### src/rtl/spi_slave_core.sv
// SPI slave transfer engine: oversamples SCLK/CS_n/MOSI in the i_clk domain, shifts
// words in and out per CPOL/CPHA, and exchanges whole words over valid/ready.
module spi_slave_core #(
    parameter int DATA_W = 8
) (
    input  logic              i_clk,
    input  logic              i_rst,
    input  logic              i_cpol,
    input  logic              i_cpha,
    input  logic              i_lsb_first,
    input  logic              i_sclk,
    input  logic              i_cs_n,
    input  logic              i_mosi,
    output logic              o_miso,
    output logic              o_miso_oe,
    input  logic [DATA_W-1:0] i_tx_data,
    input  logic              i_tx_valid,
    output logic              o_tx_ready,
    output logic [DATA_W-1:0] o_rx_data,
    output logic              o_rx_valid,
    output logic              o_tx_underrun,
    output logic              o_busy
);
    localparam int CW = $clog2(DATA_W);

    typedef enum logic {S_IDLE = 1'b0, S_ACTIVE = 1'b1} state_t;

    state_t            r_state, w_state_nxt;
    logic [2:0]        r_sclk_sync;
    logic [1:0]        r_cs_sync;
    logic [1:0]        r_mosi_sync;
    logic [1:0]        r_sync_fill;
    logic              r_cs_hi;
    logic              r_cpol, r_cpha, r_lsb;
    logic [CW-1:0]     r_bit_cnt;
    logic [DATA_W-1:0] r_rx_sh, r_rx_data, r_tx_sh, r_hold;
    logic              r_hold_full, r_rx_valid, r_tx_underrun;
    logic              r_show, r_skip;

    logic              w_cs_s, w_mosi_s, w_rise, w_fall, w_lead, w_trail;
    logic              w_sample_e, w_shift_e, w_start, w_stop, w_word_done, w_load;
    logic              w_cpha_ld, w_miso_bit;
    logic [DATA_W-1:0] w_rx_next, w_tx_shifted;

    assign w_cs_s   = r_cs_sync[1];
    assign w_mosi_s = r_mosi_sync[1];
    assign w_rise   = r_sclk_sync[1] & ~r_sclk_sync[2];
    assign w_fall   = ~r_sclk_sync[1] & r_sclk_sync[2];
    assign w_lead   = r_cpol ? w_fall : w_rise;
    assign w_trail  = r_cpol ? w_rise : w_fall;

    assign w_start     = (r_state == S_IDLE) && r_cs_hi && !w_cs_s;
    assign w_stop      = (r_state == S_ACTIVE) && w_cs_s;
    assign w_sample_e  = (r_state == S_ACTIVE) && !w_cs_s && (r_cpha ? w_trail : w_lead);
    assign w_shift_e   = (r_state == S_ACTIVE) && !w_cs_s && (r_cpha ? w_lead : w_trail);
    assign w_word_done = w_sample_e && (r_bit_cnt == CW'(DATA_W - 1));
    assign w_load      = w_start || w_word_done;
    // Config is latched on the start cycle, so the load that cycle must use the live pin.
    assign w_cpha_ld   = w_start ? i_cpha : r_cpha;

    assign w_rx_next    = r_lsb ? {w_mosi_s, r_rx_sh[DATA_W-1:1]} : {r_rx_sh[DATA_W-2:0], w_mosi_s};
    assign w_tx_shifted = r_lsb ? {1'b0, r_tx_sh[DATA_W-1:1]} : {r_tx_sh[DATA_W-2:0], 1'b0};
    assign w_miso_bit   = r_lsb ? r_tx_sh[0] : r_tx_sh[DATA_W-1];

    assign o_rx_data     = r_rx_data;
    assign o_rx_valid    = r_rx_valid;
    assign o_tx_underrun = r_tx_underrun;
    assign o_tx_ready    = !r_hold_full;

    // r_cs_hi only tracks CS once the chain holds real pin samples, so a CS held low
    // through reset does not look like a fresh falling edge.
    always_ff @(posedge i_clk or posedge i_rst) begin
        if (i_rst) begin
            r_sclk_sync <= 3'b000;
            r_cs_sync   <= 2'b11;
            r_mosi_sync <= 2'b00;
            r_sync_fill <= 2'd0;
            r_cs_hi     <= 1'b0;
        end else begin
            r_sclk_sync <= {r_sclk_sync[1:0], i_sclk};
            r_cs_sync   <= {r_cs_sync[0], i_cs_n};
            r_mosi_sync <= {r_mosi_sync[0], i_mosi};
            if (r_sync_fill != 2'd2) r_sync_fill <= r_sync_fill + 2'd1;
            r_cs_hi     <= (r_sync_fill == 2'd2) && w_cs_s;
        end
    end

    always_ff @(posedge i_clk or posedge i_rst) begin
        if (i_rst) r_state <= S_IDLE;
        else       r_state <= w_state_nxt;
    end

    always_comb begin
        w_state_nxt = r_state;
        case (r_state)
            S_IDLE:   if (w_start) w_state_nxt = S_ACTIVE;
            S_ACTIVE: if (w_stop)  w_state_nxt = S_IDLE;
            default:  w_state_nxt = S_IDLE;
        endcase
    end

    always_comb begin
        o_busy    = 1'b0;
        o_miso_oe = 1'b0;
        o_miso    = 1'b0;
        if (r_state == S_ACTIVE) begin
            o_busy    = 1'b1;
            o_miso_oe = 1'b1;
            o_miso    = r_show & w_miso_bit;
        end
    end

    always_ff @(posedge i_clk or posedge i_rst) begin
        if (i_rst) begin
            r_cpol <= 1'b0;
            r_cpha <= 1'b0;
            r_lsb  <= 1'b0;
        end else if (w_start) begin
            r_cpol <= i_cpol;
            r_cpha <= i_cpha;
            r_lsb  <= i_lsb_first;
        end
    end

    // Transmit side. r_skip swallows the shift edge that would otherwise advance a freshly
    // loaded word: the first leading edge for CPHA=1, or the trailing edge that closes
    // the previous word for CPHA=0 back-to-back transfers.
    always_ff @(posedge i_clk or posedge i_rst) begin
        if (i_rst) begin
            r_hold        <= '0;
            r_hold_full   <= 1'b0;
            r_tx_sh       <= '0;
            r_tx_underrun <= 1'b0;
            r_show        <= 1'b0;
            r_skip        <= 1'b0;
        end else begin
            r_tx_underrun <= 1'b0;
            if (i_tx_valid && !r_hold_full) begin
                r_hold      <= i_tx_data;
                r_hold_full <= 1'b1;
            end
            if (w_load) begin
                if (r_hold_full) begin
                    r_tx_sh     <= r_hold;
                    r_hold_full <= 1'b0;
                end else begin
                    r_tx_sh       <= '0;
                    r_tx_underrun <= 1'b1;
                end
                r_show <= !w_cpha_ld;
                r_skip <= w_cpha_ld || w_word_done;
            end else if (w_shift_e) begin
                if (r_skip) begin
                    r_skip <= 1'b0;
                    r_show <= 1'b1;
                end else begin
                    r_tx_sh <= w_tx_shifted;
                end
            end
            if (w_stop) begin
                r_tx_sh <= '0;
                r_show  <= 1'b0;
                r_skip  <= 1'b0;
            end
        end
    end

    always_ff @(posedge i_clk or posedge i_rst) begin
        if (i_rst) begin
            r_bit_cnt  <= '0;
            r_rx_sh    <= '0;
            r_rx_data  <= '0;
            r_rx_valid <= 1'b0;
        end else begin
            r_rx_valid <= 1'b0;
            if (r_state != S_ACTIVE || w_stop) begin
                r_bit_cnt <= '0;
            end else if (w_sample_e) begin
                r_rx_sh <= w_rx_next;
                if (w_word_done) begin
                    r_bit_cnt  <= '0;
                    r_rx_data  <= w_rx_next;
                    r_rx_valid <= 1'b1;
                end else begin
                    r_bit_cnt <= r_bit_cnt + CW'(1);
                end
            end
        end
    end
endmodule

### config.mk
export PLATFORM = sky130hd
export DESIGN_NAME = spi_slave_core
export DESIGN_NICKNAME = d
export VERILOG_FILES = /design/src/rtl/spi_slave_core.sv
export SDC_FILE = /design/constraint.sdc
export NUM_CORES = 1
export LEC_CHECK = 0
export ABC_AREA = 1
export BUFFER_PORTS_ARGS = -buffer_cell sky130_fd_sc_hd__clkbuf_2
export CORE_MARGIN = 10
export CORE_UTILIZATION = 40
export CTS_CLUSTER_DIAMETER = 30
export CTS_CLUSTER_SIZE = 20
export DETAILED_ROUTE_END_ITERATION = 10
export GPL_ROUTABILITY_DRIVEN = 0
export PLACE_DENSITY = 0.63
export SLEW_MARGIN = 20
export SYNTH_ARGS = -nofsm -noshare
export SYNTH_HDL_FRONTEND = slang
export SYNTH_SLANG_ARGS = --single-unit
### constraint.sdc
create_clock -name i_clk -period 4.4 [get_ports i_clk]
set_input_delay 0.44 -clock i_clk [delete_from_list [all_inputs] [get_ports i_clk]]
set_output_delay 0.44 -clock i_clk [all_outputs]
set_load 0.1 [all_outputs]
==> reports/qor.csv <==
stage,metric,value,unit
outcome,run status,"finished, final reports clean",
logic_synthesis,Syn Inst Count,285,
setup_path,CP Launch Type,flop,
clock_tree,# H-tree levels,2,
logic_synthesis,"Top FF cell, synth",dfrtp_1,
timing,Tcrit/Tclk final,0.5696,
die,Die Area,9870,sq um
logic_synthesis,most common cell in the netlist,nand2_1,
logic_synthesis,post-synthesis register bit count,54,
clock_tree,clock root buffer,clkbuf_8,
global_routing,first-pass GRT wire length,8.328,mm
logic_synthesis,post-synthesis adder-cell area fraction,0.01490,
routing,routed vias,1786,
clock_tree,TritonCTS clock tree,built,
placed_design,number of port buffers,30,
clock_tree,Clock Latency Late Sink,0.31,ns
setup_path,"setup slack, reg-to-reg",2.57,ns
timing,Fin Setup TNS,0,ns
logic_synthesis,"top cells by area, synth","dfrtp_1 52%, nand2_1 16%, o21ai_0 5.4%, inv_1 5.1%, mux2_2 3.6%",
placed_design,Area after DPL,2733,sq um
routing,Antenna Violating Nets Remaining,0,
placed_design,post-detail-place hpwl,3.374,mm
logic_synthesis,sequential share of the synthesized area,0.5375,
die,Initial Utilization,0.4180,
min_path,Hold Crit Class,in2reg,
logic_synthesis,syn avg cell area,8.837,sq um
die,die height,99.35,um
timing,RSZ-0062 raised after global routing,no,
pwr,Worst IR Drop VDD,0.3789,mV
timing,Worst Tran Pin Value,0.6690,ns
timing,Final min period,2.506,ns
timing,Final Setup Violations,0,
global_routing,initial antenna violation count,0,
routing,Vias/cell,4.556,
global_routing,vias in the first global route,1910,
placed_design,Setup WS pre-CTS,2.217,ns
logic_synthesis,main combinational cell family by area after synthesis,simple AND/OR/NAND/NOR gates,
logic_synthesis,Post-synth EDFFs,0,
clock_tree,post_cts resized,0,
clock_tree,cts bufs inserted,5,
logic_synthesis,simple-gate share of the synthesized area,0.2553,
pwr,leakage,1.524,nW
logic_synthesis,Synth Area in XOR/XNOR,0.003477,
final_layout,Antenna Cells,0,
setup_path,WS Path Type,reg2out,
logic_synthesis,"FFs w/ async S/R, synth",1.000,
die,IO Pins,31,
setup_path,CP endpoint kind,output pin,
die,Core Box Area,6026,sq um
logic_synthesis,YS warnings,0,
setup_path,WP data arrival,2.07,ns
final_layout,layout overhead on the synthesized area,12.07,%
final_layout,fin area,2823,sq um
routing,Avg WL per Cell,11.78,um
logic_synthesis,"area leader, netlist",dfrtp_1,
routing,Total Wirelength,4.616,mm
setup_path,crit-path max FO,21,
die,row cnt,28,
timing,final-report hold violation count,0,
clock_tree,clk buf depth,2,
clock_tree,Post CTS Setup Buffer Count,0,
global_routing,largest net degree at the start of global routing,55,
clock_tree,clock-pin slew on the worst setup and hold paths,0.09,ns
logic_synthesis,post-synth net total,305,
final_layout,share of cells above drive strength 1,0.2082,
clock_tree,Clock Sinks,54,
setup_path,Critical Path RT,3.96,ns
global_routing,total congestion overflow,0,
routing,Initial DRT Pass Iterations,4,
logic_synthesis,synth unique cells,29,
clock_tree,cts-stage hold buffer count,0,
die,Die Width,99.35,um
final_layout,nets,336,
timing,Pins Over Slew Limit,0,
logic_synthesis,Commonest cells post-synth,"106 x nand2_1, 52 x dfrtp_1, 34 x inv_1",
timing,Max-slew headroom,0.5540,
logic_synthesis,mux contribution to synthesized area,0.04372,
routing,Initial DRC Count,61,
run,max cap viols,0,
min_path,worst hold path startpoint,i_cs_n,
routing,DRC,0,
timing,final setup margin,1.894,ns
timing,Max Clk Rate,399.0,MHz
logic_synthesis,top cell type's share of synthesized area,0.5166,
setup_path,Critical Path Source,r_lsb,
logic_synthesis,Synth Area in Compound Gates,0.07253,
pwr,P per Cell Area,474.7,nW/um^2
global_routing,Total GRT Usage,0.1011,
setup_path,reg2reg start,r_bit_cnt[0],
timing,worst clock skew,0.006290,ns
logic_synthesis,Synth Cell Area,2519,sq um
kinds of logic (layout without fill, tap and decap cells):
kind of cell / after synthesis / in the layout
xor gates and xnor gates: 1 / 1
and+or+nand+nor: 140 / 140
buffers and inverters: 44 / 76
muxes: 10 / 10
adders and majority gates: 3 / 3
DFF: 54 / 54
AOI/OAI and AO/OA: 33 / 33
registers in the layout, summed over array words and instances, names as in the netlist, 2 cells and up:
name         count
o_rx_data        8
r_bit_cnt        3
r_cs_sync        2
r_hold           8
r_mosi_sync      2
r_rx_sh          8
r_sclk_sync      3
r_sync_fill      2
r_tx_sh          8
path summary, 6_finish.rpt:
kind,to,depth (start not counted)
worst max register to register,r_tx_sh[0],8
max in group asynchronous,o_rx_data[4],3
min in group asynchronous,r_bit_cnt[2],3
worst max-delay path,o_miso,4
worst min register to register,r_sclk_sync[1],0
worst min-delay path,r_cs_sync[0],1
metal layers:
layer | vias to the layer above | track usage | wire [um]
met3 | 7 | 0.03253 | 231
li1 | 951 | - | -
met5 | - | 0 | 0
met2 | 30 | 0.1703 | 2167
met1 | 798 | 0.1161 | 2159
met4 | 0 | 0.03969 | 57
worst max-delay path, cell delays in order (launching register included):
cell and delay, ns:
dfrtp_1 0.72, clkinv_1 0.39, nor2_1 0.21, nor4_2 0.06, clkbuf_2 0.37
where the power goes:
part,switching [W],internal [W]
clock network,0.000150,0.000129
registers,0.0000823,0.000606
logic,0.000234,0.000139
per-stage QoR:
stage	util	instances	hold WS, ns	power (W)
floorplan	-	285	0.3312	0.0009989
global placement	0.4535	384	0.3350	0.001065
detailed placement	0.4535	384	0.3358	0.001076
CTS	0.4684	392	0.1984	0.001361
global route	0.4684	392	0.1924	0.001446
finish	0.4684	392	0.2112	0.001340
placed cells by master (no fill, tap or decap), drive strengths merged, types with 2 or more instances in the layout:
cell type	netlist	final
nand2	108	108
dfrtp	52	52
clkbuf	2	38
inv	36	36
o21ai	31	31
nand3	18	18
nor2	11	11
mux2	8	8
ha	3	3
mux2i	2	2
dfstp	2	2
nand4	2	2
area by class of cell:
class | instances | area, sq um
fillers | 606 | 3203
flip-flops and latches | 54 | 1354
well taps | 75 | 93.84
multi-input cells | 187 | 988.4
inverters | 37 | 138.9
repair buffers | 31 | 157.7
clock buffers | 8 | 90.09
Note: power is estimated with default switching activity, not from simulation.
